## src/rtl/ysyx_24110015_axi_arbiter_if.sv

```systemverilog
// AXI-lite bundle: AR/R/AW/W/B channels with handshakes.
// master drives requests, slave drives responses.
interface ysyx_24110015_axi_arbiter_if #(
  parameter int ADDR_W = 32,
  parameter int DATA_W = 32
);
  logic                arvalid;
  logic                arready;
  logic [ADDR_W-1:0]   araddr;
  logic                rvalid;
  logic                rready;
  logic [DATA_W-1:0]   rdata;
  logic [1:0]          rresp;
  logic                awvalid;
  logic                awready;
  logic [ADDR_W-1:0]   awaddr;
  logic                wvalid;
  logic                wready;
  logic [DATA_W-1:0]   wdata;
  logic [DATA_W/8-1:0] wstrb;
  logic                bvalid;
  logic                bready;
  logic [1:0]          bresp;

  modport master (
    output arvalid, araddr, rready,
    output awvalid, awaddr, wvalid,
    output wdata, wstrb, bready,
    input  arready, rvalid, rdata, rresp,
    input  awready, wready, bvalid, bresp
  );

  modport slave (
    input  arvalid, araddr, rready,
    input  awvalid, awaddr, wvalid,
    input  wdata, wstrb, bready,
    output arready, rvalid, rdata, rresp,
    output awready, wready, bvalid, bresp
  );
endinterface

```

## src/rtl/ysyx_24110015_axi_arbiter.sv

```systemverilog
// Two-master (m0 IFU, m1 LSU) to one-slave AXI-lite arbiter.
// Ports: clk, rst (async, active-low), m0/m1 slave side, s master side, grant.
module ysyx_24110015_axi_arbiter #(
  parameter int ADDR_W = 32,
  parameter int DATA_W = 32
) (
  input  logic                          clk,
  input  logic                          rst,
  ysyx_24110015_axi_arbiter_if.slave    m0,
  ysyx_24110015_axi_arbiter_if.slave    m1,
  ysyx_24110015_axi_arbiter_if.master   s,
  output logic [1:0]                    grant
);

  localparam int STRB_W = DATA_W / 8;

  typedef enum logic [1:0] {
    IDLE,
    RD,
    WR
  } state_t;

  state_t state_q, state_d;
  logic   owner_q, owner_d;
  logic   last_q, last_d;
  logic   ar_done_q, aw_done_q, w_done_q;
  logic   pick;

  logic req0, req1;
  logic rd, wr;
  logic own0, own1;

  logic              sel_arvalid;
  logic [ADDR_W-1:0] sel_araddr;
  logic              sel_rready;
  logic              sel_awvalid;
  logic [ADDR_W-1:0] sel_awaddr;
  logic              sel_wvalid;
  logic [DATA_W-1:0] sel_wdata;
  logic [STRB_W-1:0] sel_wstrb;
  logic              sel_bready;

  logic s_arvalid, s_awvalid, s_wvalid;

  assign req0 = m0.arvalid | m0.awvalid | m0.wvalid;
  assign req1 = m1.arvalid | m1.awvalid | m1.wvalid;

  assign rd   = (state_q == RD);
  assign wr   = (state_q == WR);
  assign own0 = ~owner_q;
  assign own1 = owner_q;

  assign sel_arvalid = owner_q ? m1.arvalid : m0.arvalid;
  assign sel_araddr  = owner_q ? m1.araddr  : m0.araddr;
  assign sel_rready  = owner_q ? m1.rready  : m0.rready;
  assign sel_awvalid = owner_q ? m1.awvalid : m0.awvalid;
  assign sel_awaddr  = owner_q ? m1.awaddr  : m0.awaddr;
  assign sel_wvalid  = owner_q ? m1.wvalid  : m0.wvalid;
  assign sel_wdata   = owner_q ? m1.wdata   : m0.wdata;
  assign sel_wstrb   = owner_q ? m1.wstrb   : m0.wstrb;
  assign sel_bready  = owner_q ? m1.bready  : m0.bready;

  // Each address/data beat is forwarded once per grant; a fresh
  // request from the owner waits for the next arbitration round.
  assign s_arvalid = rd & ~ar_done_q & sel_arvalid;
  assign s_awvalid = wr & ~aw_done_q & sel_awvalid;
  assign s_wvalid  = wr & ~w_done_q  & sel_wvalid;

  assign s.arvalid = s_arvalid;
  assign s.araddr  = sel_araddr;
  assign s.rready  = rd & sel_rready;
  assign s.awvalid = s_awvalid;
  assign s.awaddr  = sel_awaddr;
  assign s.wvalid  = s_wvalid;
  assign s.wdata   = sel_wdata;
  assign s.wstrb   = sel_wstrb;
  assign s.bready  = wr & sel_bready;

  assign m0.arready = rd & own0 & ~ar_done_q & s.arready;
  assign m0.rvalid  = rd & own0 & s.rvalid;
  assign m0.rdata   = s.rdata;
  assign m0.rresp   = s.rresp;
  assign m0.awready = wr & own0 & ~aw_done_q & s.awready;
  assign m0.wready  = wr & own0 & ~w_done_q & s.wready;
  assign m0.bvalid  = wr & own0 & s.bvalid;
  assign m0.bresp   = s.bresp;

  assign m1.arready = rd & own1 & ~ar_done_q & s.arready;
  assign m1.rvalid  = rd & own1 & s.rvalid;
  assign m1.rdata   = s.rdata;
  assign m1.rresp   = s.rresp;
  assign m1.awready = wr & own1 & ~aw_done_q & s.awready;
  assign m1.wready  = wr & own1 & ~w_done_q & s.wready;
  assign m1.bvalid  = wr & own1 & s.bvalid;
  assign m1.bresp   = s.bresp;

  assign grant = (rd | wr) ? {own1, own0} : 2'b00;

  always_comb begin
    state_d = state_q;
    owner_d = owner_q;
    last_d  = last_q;
    pick    = 1'b0;
    unique case (state_q)
      IDLE: begin
        if (req0 | req1) begin
          // Tie goes to whoever did not finish last.
          pick    = (req0 & req1) ? ~last_q : req1;
          owner_d = pick;
          // Read wins when the winner raises ar and aw together.
          state_d = (pick ? m1.arvalid : m0.arvalid) ? RD : WR;
        end
      end
      RD: begin
        if (s.rvalid & sel_rready) begin
          state_d = IDLE;
          last_d  = owner_q;
        end
      end
      WR: begin
        if (s.bvalid & sel_bready) begin
          state_d = IDLE;
          last_d  = owner_q;
        end
      end
      default: state_d = IDLE;
    endcase
  end

  always_ff @(posedge clk or negedge rst) begin
    if (!rst) begin
      state_q <= IDLE;
      owner_q <= 1'b0;
      last_q  <= 1'b1;
    end else begin
      state_q <= state_d;
      owner_q <= owner_d;
      last_q  <= last_d;
    end
  end

  always_ff @(posedge clk or negedge rst) begin
    if (!rst) begin
      ar_done_q <= 1'b0;
      aw_done_q <= 1'b0;
      w_done_q  <= 1'b0;
    end else if (state_q == IDLE) begin
      ar_done_q <= 1'b0;
      aw_done_q <= 1'b0;
      w_done_q  <= 1'b0;
    end else begin
      ar_done_q <= ar_done_q | (s_arvalid & s.arready);
      aw_done_q <= aw_done_q | (s_awvalid & s.awready);
      w_done_q  <= w_done_q  | (s_wvalid  & s.wready);
    end
  end

endmodule

```

## src/flat_wrapper.sv

```systemverilog
// flat-port wrapper written by rule: the top's interface ports become plain ports
module ysyx_24110015_axi_arbiter_flat 
#(
  parameter int ADDR_W = 32,
  parameter int DATA_W = 32
)
  (clk, rst, grant, m0_arvalid, m0_araddr, m0_rready, m0_awvalid, m0_awaddr, m0_wvalid, m0_wdata, m0_wstrb, m0_bready, m0_arready, m0_rvalid, m0_rdata, m0_rresp, m0_awready, m0_wready, m0_bvalid, m0_bresp, m1_arvalid, m1_araddr, m1_rready, m1_awvalid, m1_awaddr, m1_wvalid, m1_wdata, m1_wstrb, m1_bready, m1_arready, m1_rvalid, m1_rdata, m1_rresp, m1_awready, m1_wready, m1_bvalid, m1_bresp, s_arvalid, s_araddr, s_rready, s_awvalid, s_awaddr, s_wvalid, s_wdata, s_wstrb, s_bready, s_arready, s_rvalid, s_rdata, s_rresp, s_awready, s_wready, s_bvalid, s_bresp);
  ysyx_24110015_axi_arbiter_if #(.ADDR_W(ADDR_W), .DATA_W(DATA_W)) m0_i ();
  ysyx_24110015_axi_arbiter_if #(.ADDR_W(ADDR_W), .DATA_W(DATA_W)) m1_i ();
  ysyx_24110015_axi_arbiter_if #(.ADDR_W(ADDR_W), .DATA_W(DATA_W)) s_i ();
  input  logic clk;
  input  logic rst;
  output logic [1:0] grant;
  input wire logic [$bits(m0_i.arvalid)-1:0] m0_arvalid;
  input wire logic [$bits(m0_i.araddr)-1:0] m0_araddr;
  input wire logic [$bits(m0_i.rready)-1:0] m0_rready;
  input wire logic [$bits(m0_i.awvalid)-1:0] m0_awvalid;
  input wire logic [$bits(m0_i.awaddr)-1:0] m0_awaddr;
  input wire logic [$bits(m0_i.wvalid)-1:0] m0_wvalid;
  input wire logic [$bits(m0_i.wdata)-1:0] m0_wdata;
  input wire logic [$bits(m0_i.wstrb)-1:0] m0_wstrb;
  input wire logic [$bits(m0_i.bready)-1:0] m0_bready;
  output wire logic [$bits(m0_i.arready)-1:0] m0_arready;
  output wire logic [$bits(m0_i.rvalid)-1:0] m0_rvalid;
  output wire logic [$bits(m0_i.rdata)-1:0] m0_rdata;
  output wire logic [$bits(m0_i.rresp)-1:0] m0_rresp;
  output wire logic [$bits(m0_i.awready)-1:0] m0_awready;
  output wire logic [$bits(m0_i.wready)-1:0] m0_wready;
  output wire logic [$bits(m0_i.bvalid)-1:0] m0_bvalid;
  output wire logic [$bits(m0_i.bresp)-1:0] m0_bresp;
  input wire logic [$bits(m1_i.arvalid)-1:0] m1_arvalid;
  input wire logic [$bits(m1_i.araddr)-1:0] m1_araddr;
  input wire logic [$bits(m1_i.rready)-1:0] m1_rready;
  input wire logic [$bits(m1_i.awvalid)-1:0] m1_awvalid;
  input wire logic [$bits(m1_i.awaddr)-1:0] m1_awaddr;
  input wire logic [$bits(m1_i.wvalid)-1:0] m1_wvalid;
  input wire logic [$bits(m1_i.wdata)-1:0] m1_wdata;
  input wire logic [$bits(m1_i.wstrb)-1:0] m1_wstrb;
  input wire logic [$bits(m1_i.bready)-1:0] m1_bready;
  output wire logic [$bits(m1_i.arready)-1:0] m1_arready;
  output wire logic [$bits(m1_i.rvalid)-1:0] m1_rvalid;
  output wire logic [$bits(m1_i.rdata)-1:0] m1_rdata;
  output wire logic [$bits(m1_i.rresp)-1:0] m1_rresp;
  output wire logic [$bits(m1_i.awready)-1:0] m1_awready;
  output wire logic [$bits(m1_i.wready)-1:0] m1_wready;
  output wire logic [$bits(m1_i.bvalid)-1:0] m1_bvalid;
  output wire logic [$bits(m1_i.bresp)-1:0] m1_bresp;
  output wire logic [$bits(s_i.arvalid)-1:0] s_arvalid;
  output wire logic [$bits(s_i.araddr)-1:0] s_araddr;
  output wire logic [$bits(s_i.rready)-1:0] s_rready;
  output wire logic [$bits(s_i.awvalid)-1:0] s_awvalid;
  output wire logic [$bits(s_i.awaddr)-1:0] s_awaddr;
  output wire logic [$bits(s_i.wvalid)-1:0] s_wvalid;
  output wire logic [$bits(s_i.wdata)-1:0] s_wdata;
  output wire logic [$bits(s_i.wstrb)-1:0] s_wstrb;
  output wire logic [$bits(s_i.bready)-1:0] s_bready;
  input wire logic [$bits(s_i.arready)-1:0] s_arready;
  input wire logic [$bits(s_i.rvalid)-1:0] s_rvalid;
  input wire logic [$bits(s_i.rdata)-1:0] s_rdata;
  input wire logic [$bits(s_i.rresp)-1:0] s_rresp;
  input wire logic [$bits(s_i.awready)-1:0] s_awready;
  input wire logic [$bits(s_i.wready)-1:0] s_wready;
  input wire logic [$bits(s_i.bvalid)-1:0] s_bvalid;
  input wire logic [$bits(s_i.bresp)-1:0] s_bresp;
  assign m0_i.arvalid = m0_arvalid;
  assign m0_i.araddr = m0_araddr;
  assign m0_i.rready = m0_rready;
  assign m0_i.awvalid = m0_awvalid;
  assign m0_i.awaddr = m0_awaddr;
  assign m0_i.wvalid = m0_wvalid;
  assign m0_i.wdata = m0_wdata;
  assign m0_i.wstrb = m0_wstrb;
  assign m0_i.bready = m0_bready;
  assign m0_arready = m0_i.arready;
  assign m0_rvalid = m0_i.rvalid;
  assign m0_rdata = m0_i.rdata;
  assign m0_rresp = m0_i.rresp;
  assign m0_awready = m0_i.awready;
  assign m0_wready = m0_i.wready;
  assign m0_bvalid = m0_i.bvalid;
  assign m0_bresp = m0_i.bresp;
  assign m1_i.arvalid = m1_arvalid;
  assign m1_i.araddr = m1_araddr;
  assign m1_i.rready = m1_rready;
  assign m1_i.awvalid = m1_awvalid;
  assign m1_i.awaddr = m1_awaddr;
  assign m1_i.wvalid = m1_wvalid;
  assign m1_i.wdata = m1_wdata;
  assign m1_i.wstrb = m1_wstrb;
  assign m1_i.bready = m1_bready;
  assign m1_arready = m1_i.arready;
  assign m1_rvalid = m1_i.rvalid;
  assign m1_rdata = m1_i.rdata;
  assign m1_rresp = m1_i.rresp;
  assign m1_awready = m1_i.awready;
  assign m1_wready = m1_i.wready;
  assign m1_bvalid = m1_i.bvalid;
  assign m1_bresp = m1_i.bresp;
  assign s_arvalid = s_i.arvalid;
  assign s_araddr = s_i.araddr;
  assign s_rready = s_i.rready;
  assign s_awvalid = s_i.awvalid;
  assign s_awaddr = s_i.awaddr;
  assign s_wvalid = s_i.wvalid;
  assign s_wdata = s_i.wdata;
  assign s_wstrb = s_i.wstrb;
  assign s_bready = s_i.bready;
  assign s_i.arready = s_arready;
  assign s_i.rvalid = s_rvalid;
  assign s_i.rdata = s_rdata;
  assign s_i.rresp = s_rresp;
  assign s_i.awready = s_awready;
  assign s_i.wready = s_wready;
  assign s_i.bvalid = s_bvalid;
  assign s_i.bresp = s_bresp;
  ysyx_24110015_axi_arbiter #(.ADDR_W(ADDR_W), .DATA_W(DATA_W)) u_core (.clk(clk), .rst(rst), .m0(m0_i), .m1(m1_i), .s(s_i), .grant(grant));
endmodule
```

## config.mk

```make
export PLATFORM = sky130hd
export DESIGN_NAME = ysyx_24110015_axi_arbiter_flat
export DESIGN_NICKNAME = d
export VERILOG_FILES = /design/src/rtl/ysyx_24110015_axi_arbiter_if.sv /design/src/rtl/ysyx_24110015_axi_arbiter.sv /design/src/flat_wrapper.sv
export SDC_FILE = /design/constraint.sdc
export NUM_CORES = 1
export LEC_CHECK = 0
export ABC_AREA = 1
export BUFFER_PORTS_ARGS = -buffer_cell sky130_fd_sc_hd__clkbuf_2
export CORE_AREA = 8 8 166 168
export CTS_BUF_LIST = sky130_fd_sc_hd__clkbuf_8 sky130_fd_sc_hd__clkbuf_16
export CTS_CLUSTER_DIAMETER = 40
export DETAILED_ROUTE_END_ITERATION = 10
export DIE_AREA = 0 0 174 176
export GPL_TIMING_DRIVEN = 0
export PLACE_DENSITY_LB_ADDON = 0.15
export SLEW_MARGIN = 10
export SYNTH_ARGS = -nofsm -noshare
export SYNTH_HDL_FRONTEND = slang
export SYNTH_SLANG_ARGS = --single-unit
```

## constraint.sdc

```tcl
create_clock -name clk -period 1.56 [get_ports clk]
set_input_delay 0.156 -clock clk [delete_from_list [all_inputs] [get_ports clk]]
set_output_delay 0.156 -clock clk [all_outputs]
set_load 0.005 [all_outputs]
```

After elaboration in Yosys (flattened, before gate mapping)
Cells that the tools add are included.
{ "op_classes": {"bitwise": 48, "n_reduce_logical": 5, "n_eq_ne": 5, "n_addsub": 0, "order_cmp": 0, "n_mux": 23, "shift": 0, "multipliers": 0, "div_mod_pow": 0} }
{ "op_table": {"columns": ["cell", "count"], "rows": [
  ["2-to-1 mux 32 bit", 3],
  ["AND 1 bit", 34],
  ["2-to-1 mux 1 bit", 12],
  ["2-to-1 mux 2 bit", 5],
  ["OR 1 bit", 9],
  ["one-hot mux 2 bit (3 select lines)", 1],
  ["AND reduction 3 bit", 2],
  ["inverter 1 bit", 5],
  ["2-to-1 mux 4 bit", 1],
  ["!= test 2 bit (second input constant)", 2],
  ["equality test 2 x 1 -> 1 bit (second input constant)", 1],
  ["equality test 2 bit (second input constant)", 1],
  ["zero test 2 bit", 1],
  ["!= test 2 x 1 -> 1 bit (second input constant)", 1],
  ["one-hot mux 1 bit (2 select lines)", 1],
  ["AND reduction 2 bit", 1],
  ["nonzero test 2 bit", 1]
]} }
{ "totals": {"wordCells": 87, "mem_bits_rw": 0, "latch_bits": 0, "output_inout_bits": 189, "memories": 0, "ff_bits": 7, "input_bits": 253, "rom_bits": 0} }

Longest topological paths before layout
{ "logic_depth": {"ltp_word": 8, "ltp_mapped": 8, "ltp_nobuf": 8} }

Worst setup path before layout
No wires, ideal clock.
{ "synth_path": {"kind": "register -> register", "start": "reg u_core.state_q[1]", "end": "reg u_core.ar_done_q", "stages_incl_launch_ff": 9, "period_less_slack_ps": 1158, "required_time_ps": 1488, "setup_slack_ps": 402, "arrival_time_ps": 1086, "path_cell_list": "dfrtp_1 inv_1 ha_1 inv_1 nor2_1 nand2_1 a21oi_2 a21oi_1 nor2_1"} }
{ "synth_between": {"elab_chain_len": 6} }
{ "synth_rtl": {"columns": ["element", "line_no", "text"], "rows": [
  ["start: declaration", "ysyx_24110015_axi_arbiter.sv:23", "state_t state_q, state_d;"],
  ["start signal: assignment", "ysyx_24110015_axi_arbiter.sv:136", "state_q <= state_d;"],
  ["equality test 2 x 1 -> 1 bit", "ysyx_24110015_axi_arbiter.sv:48", "assign rd = (state_q == RD);"],
  ["AND 1 bit (2 in a row)", "ysyx_24110015_axi_arbiter.sv:65", "assign s_arvalid = rd & ~ar_done_q & sel_arvalid;"],
  ["named net s_arvalid", "flat_wrapper.sv:48", "output wire logic [$bits(s_i.arvalid)-1:0] s_arvalid;"],
  ["AND 1 bit", "ysyx_24110015_axi_arbiter.sv:152", "ar_done_q <= ar_done_q | (s_arvalid & s.arready);"],
  ["OR 1 bit", "ysyx_24110015_axi_arbiter.sv:152", null],
  ["2-to-1 mux 1 bit", "ysyx_24110015_axi_arbiter.sv:147", "end else if (state_q == IDLE) begin"],
  ["end signal: assignment", "ysyx_24110015_axi_arbiter.sv:152", null],
  ["end: declaration", "ysyx_24110015_axi_arbiter.sv:26", "logic ar_done_q, aw_done_q, w_done_q;"]
]} }
The timed path passes the listed nets, and every way through them passes these cells.
A chain may end at the register's enable or synchronous reset.

Worst setup path after layout
{ "layout_path": {"start": "reg u_core.owner_q (netlist: u_core.own1)", "end": "out s_awaddr[21]"} }
{ "layout_between": {"elab_chain_len": 1} }
{ "layout_rtl": {"columns": ["element", "line_no", "text"], "rows": [
  ["start: declaration", "ysyx_24110015_axi_arbiter.sv:24", "logic owner_q, owner_d;"],
  ["start signal: assignment", "ysyx_24110015_axi_arbiter.sv:137", "owner_q <= owner_d;"],
  ["2-to-1 mux 32 bit", "ysyx_24110015_axi_arbiter.sv:57", "assign sel_awaddr = owner_q ? m1.awaddr : m0.awaddr;"],
  ["end: declaration", "flat_wrapper.sv:52", "output wire logic [$bits(s_i.awaddr)-1:0] s_awaddr;"]
]} }
No other way between the ends.

==> summary.txt <==
pin count of the biggest net entering global routing -> 11
DR DRC count -> 0
CP Class -> reg2out
RSZ-0062 raised after global routing -> true
actual slew at the worst max-slew pin -> 0.261 ns
Crit. End Element -> primary output
post-synth top area share -> 52.8%
final hold violations -> 0
vias in the first global route -> 4,467
Synth Warn # -> 0
mapped cell area -> 2410 um^2
Comb power frac -> 89.6%
async set or reset register ratio after synthesis -> 100%
Reg clk slew, reported paths -> 0.04 ns
pwr dens -> 1340 nW/um^2
Tmin final -> 1.59 ns
Skew-Pair Late Insertion Delay -> 0.23 ns
I/O pin count -> 442
clk buf depth -> 2
Max Clock Freq -> 0.627 GHz
Hold Path End -> u_core.aw_done_q
hold path startpoint -> s_awready
clock tree sinks -> 7
Synth top cells by count -> nand2_1 (340), buf_4 (78), inv_1 (20), buf_2 (15), nor2_1 (11)
Pleak -> 3.67 nW
Rel. slew slack -> 82.5%
Total Wirelength -> 19.2 mm
antenna violations before repair -> 0
r2r setup slk -> 0.20 ns
sw frac -> 49.0%
Post-synth EDFFs -> 0
Slew Limit Fails -> 0
core area -> 24,800 um^2
DR vias -> 4,360
grt ovf -> 0
CP max FO -> 7
sequential fraction of design power -> 4.7%
syn_nets -> 757
Die H -> 176 um
Mean Syn Cell Area -> 4.82 um^2
Worst R2R End -> u_core.state_q[1]
register area share after synthesis -> 7.31%
CTS tree -> yes
synth unique cells -> 20
DP Cell Count -> 1,236
n_diodes -> 0
Rows -> 58
Layout area overhead -> 131%
Yosys top cell by area -> nand2_1
Global Route Usage Sum -> 10.9%
max-cap violation count -> 0
top_reg_cell synth -> dfrtp_1
Internal -> 3.81 mW
layout cells sized above 1 -> 62.0%
routability cong. -> 0.739
die area -> 30,600 um^2
worst r2r src -> u_core.own1
Arrival @ worst endpoint -> 1.44 ns
period utilisation layout -> 102%
CP Launch Type -> flop
via/cell ratio -> 3.47
Total Nets Final -> 1,185
CTS buffer count -> 3
Pwr Total -> 7.48 mW
CTS root buf -> clkbuf_16
R2R cell count -> 9
chip width -> 174 um
Post-DP HPWL -> 16.5 mm
VDD IR max -> 415 uV
failing checks -> negative setup slack
WHS Path Cells -> 3
Initial DRT Pass Iterations -> 4
area of the multi-input gates -> 1650 um^2
worst hold path class -> in2reg
fin worst setup slack -> -0.0346 ns
Clk pwr share -> 5.7%
first-pass GRT wire length -> 26.6 mm
Post-Synthesis Cells -> 501
clock skew -> 0.000996 ns
outcome -> complete, but fails checks
top cells by area, synth -> nand2_1 (53%), buf_4 (24%), dfrtp_1 (6.2%)
count of state elements after synthesis -> 7
final setup vio count -> 29
starting density of the core -> 9.73%
hold_ws -> 0.173 ns
non-filler instance count after layout -> 1,258
# fillers -> 2,925
cell with the most instances after synthesis -> nand2_1
wire per inst -> 15.3 um
Detail Route Antenna Nets -> 0
IO buf count -> 405
H-tree depth -> 1
Register Area -> 178 um^2
sw power -> 3.67 mW
WP data required -> 1.40 ns
DR iter-0 viols -> 118
per-layer routing:
metal | vias up | track usage, % | routed length (um)
li1 | 2279 | - | -
met1 | 1863 | 11.6 | 7350
met2 | 218 | 21.8 | 10400
met3 | 0 | 3.18 | 1430
met4 | 0 | 0.428 | 0
met5 | - | 0 | 0
critical path, stage by stage, from the launching register on:
cell,delay (ns)
dfrtp_2,0.47
buf_12,0.18
clkbuf_16,0.17
buf_8,0.13
nand2_1,0.07
nand2_1,0.05
clkbuf_2,0.12
logic make-up after synthesis:
family,synth area share (%)
and+or+nand+nor,58.1
buffers and inverters,30.9
AOI/OAI and AO/OA,2.12
DFF,7.31
adders and majority gates,1.55
layout make-up:
cell class | count | area share, %
inverters | 21 | 1.55
multi-input cells | 378 | 29.7
repair buffers | 424 | 41.9
clock inverters | 1 | 0.0674
plain buffers | 94 | 14.9
flip-flops and latches | 7 | 3.19
well taps | 330 | 7.41
clock buffers | 3 | 1.35
registers in the layout, summed over array words and instances (netlist names):
register / flops
u_core.state_q: 2
u_core.ar_done_q: 1
u_core.aw_done_q: 1
u_core.last_q: 1
u_core.own1: 1
u_core.w_done_q: 1
power by group through the flow:
stage	combinational [mW]	sequential, mW	clock [mW]
2_1_floorplan	2.60	0.292	0
3_3_place_gp	5.33	0.309	0
5_1_grt	7.48	0.356	0.452
6_report	6.70	0.352	0.427
4_1_cts	5.75	0.335	0.436
3_5_place_dp	5.29	0.309	0
cells in the final DEF, fill, tap and decap left out:
cell / netlist / layout
nand4_1: 1 / 1
clkbuf_4: 0 / 5
buf_2: 15 / 24
nand2_4: 0 / 2
o21ai_0: 1 / 1
inv_4: 0 / 1
nor2_1: 11 / 9
nand2_2: 1 / 34
nor3_2: 0 / 4
dfrtp_2: 0 / 1
dfstp_2: 1 / 1
clkbuf_2: 0 / 378
buf_16: 0 / 1
nor2_2: 1 / 3
inv_6: 0 / 1
inv_2: 1 / 2
buf_6: 0 / 13
buf_8: 0 / 4
clkbuf_16: 0 / 11
a21oi_1: 3 / 3
nand3_1: 6 / 6
ha_4: 0 / 3
buf_4: 78 / 81
and3_1: 1 / 1
dfrtp_1: 6 / 5
dlygate4sd3_1: 0 / 1
inv_1: 20 / 18
nand2_1: 340 / 305
nor3_1: 6 / 2
o21ai_1: 1 / 1
a21oi_2: 3 / 3
buf_12: 0 / 3
repair_timing:
action / in CTS / in global routing
cloned: 0 / 8
resized for setup: 43 / 93
setup buffers: 3 / 7
hold buffers: 1 / 0
endpoints found under the setup margin: 113 / 85
hold endpoints to repair: 6 / 0
pin swaps: 2 / 16
stage by stage:
step	setup slack [ns]	utilization, %	setup TNS (ns)	instance area [um^2]
finish	-0.0346	22.4	-0.448	5570
global route	-0.0664	22.4	-3.52	5570
CTS	-0.0372	20.6	-0.341	5110
detailed placement	-0.323	19.6	-13.59	4850
global placement	-0.318	19.6	-13.64	4850
floorplan	0.402	-	0	2410
worst max-delay path by stage:
| stage | start | endpoint | cells past startpoint |
|---|---|---|---|
| global placement | u_core.own1 | s_araddr[20] | 6 |
| detailed placement | u_core.own1 | s_araddr[20] | 6 |
| global route | u_core.own1 | s_araddr[10] | 6 |
| floorplan | u_core.state_q[1] | u_core.ar_done_q | 8 |
| finish | u_core.own1 | s_awaddr[21] | 6 |
| CTS | u_core.own1 | s_awaddr[21] | 6 |
(Power assumes the default switching activity.)
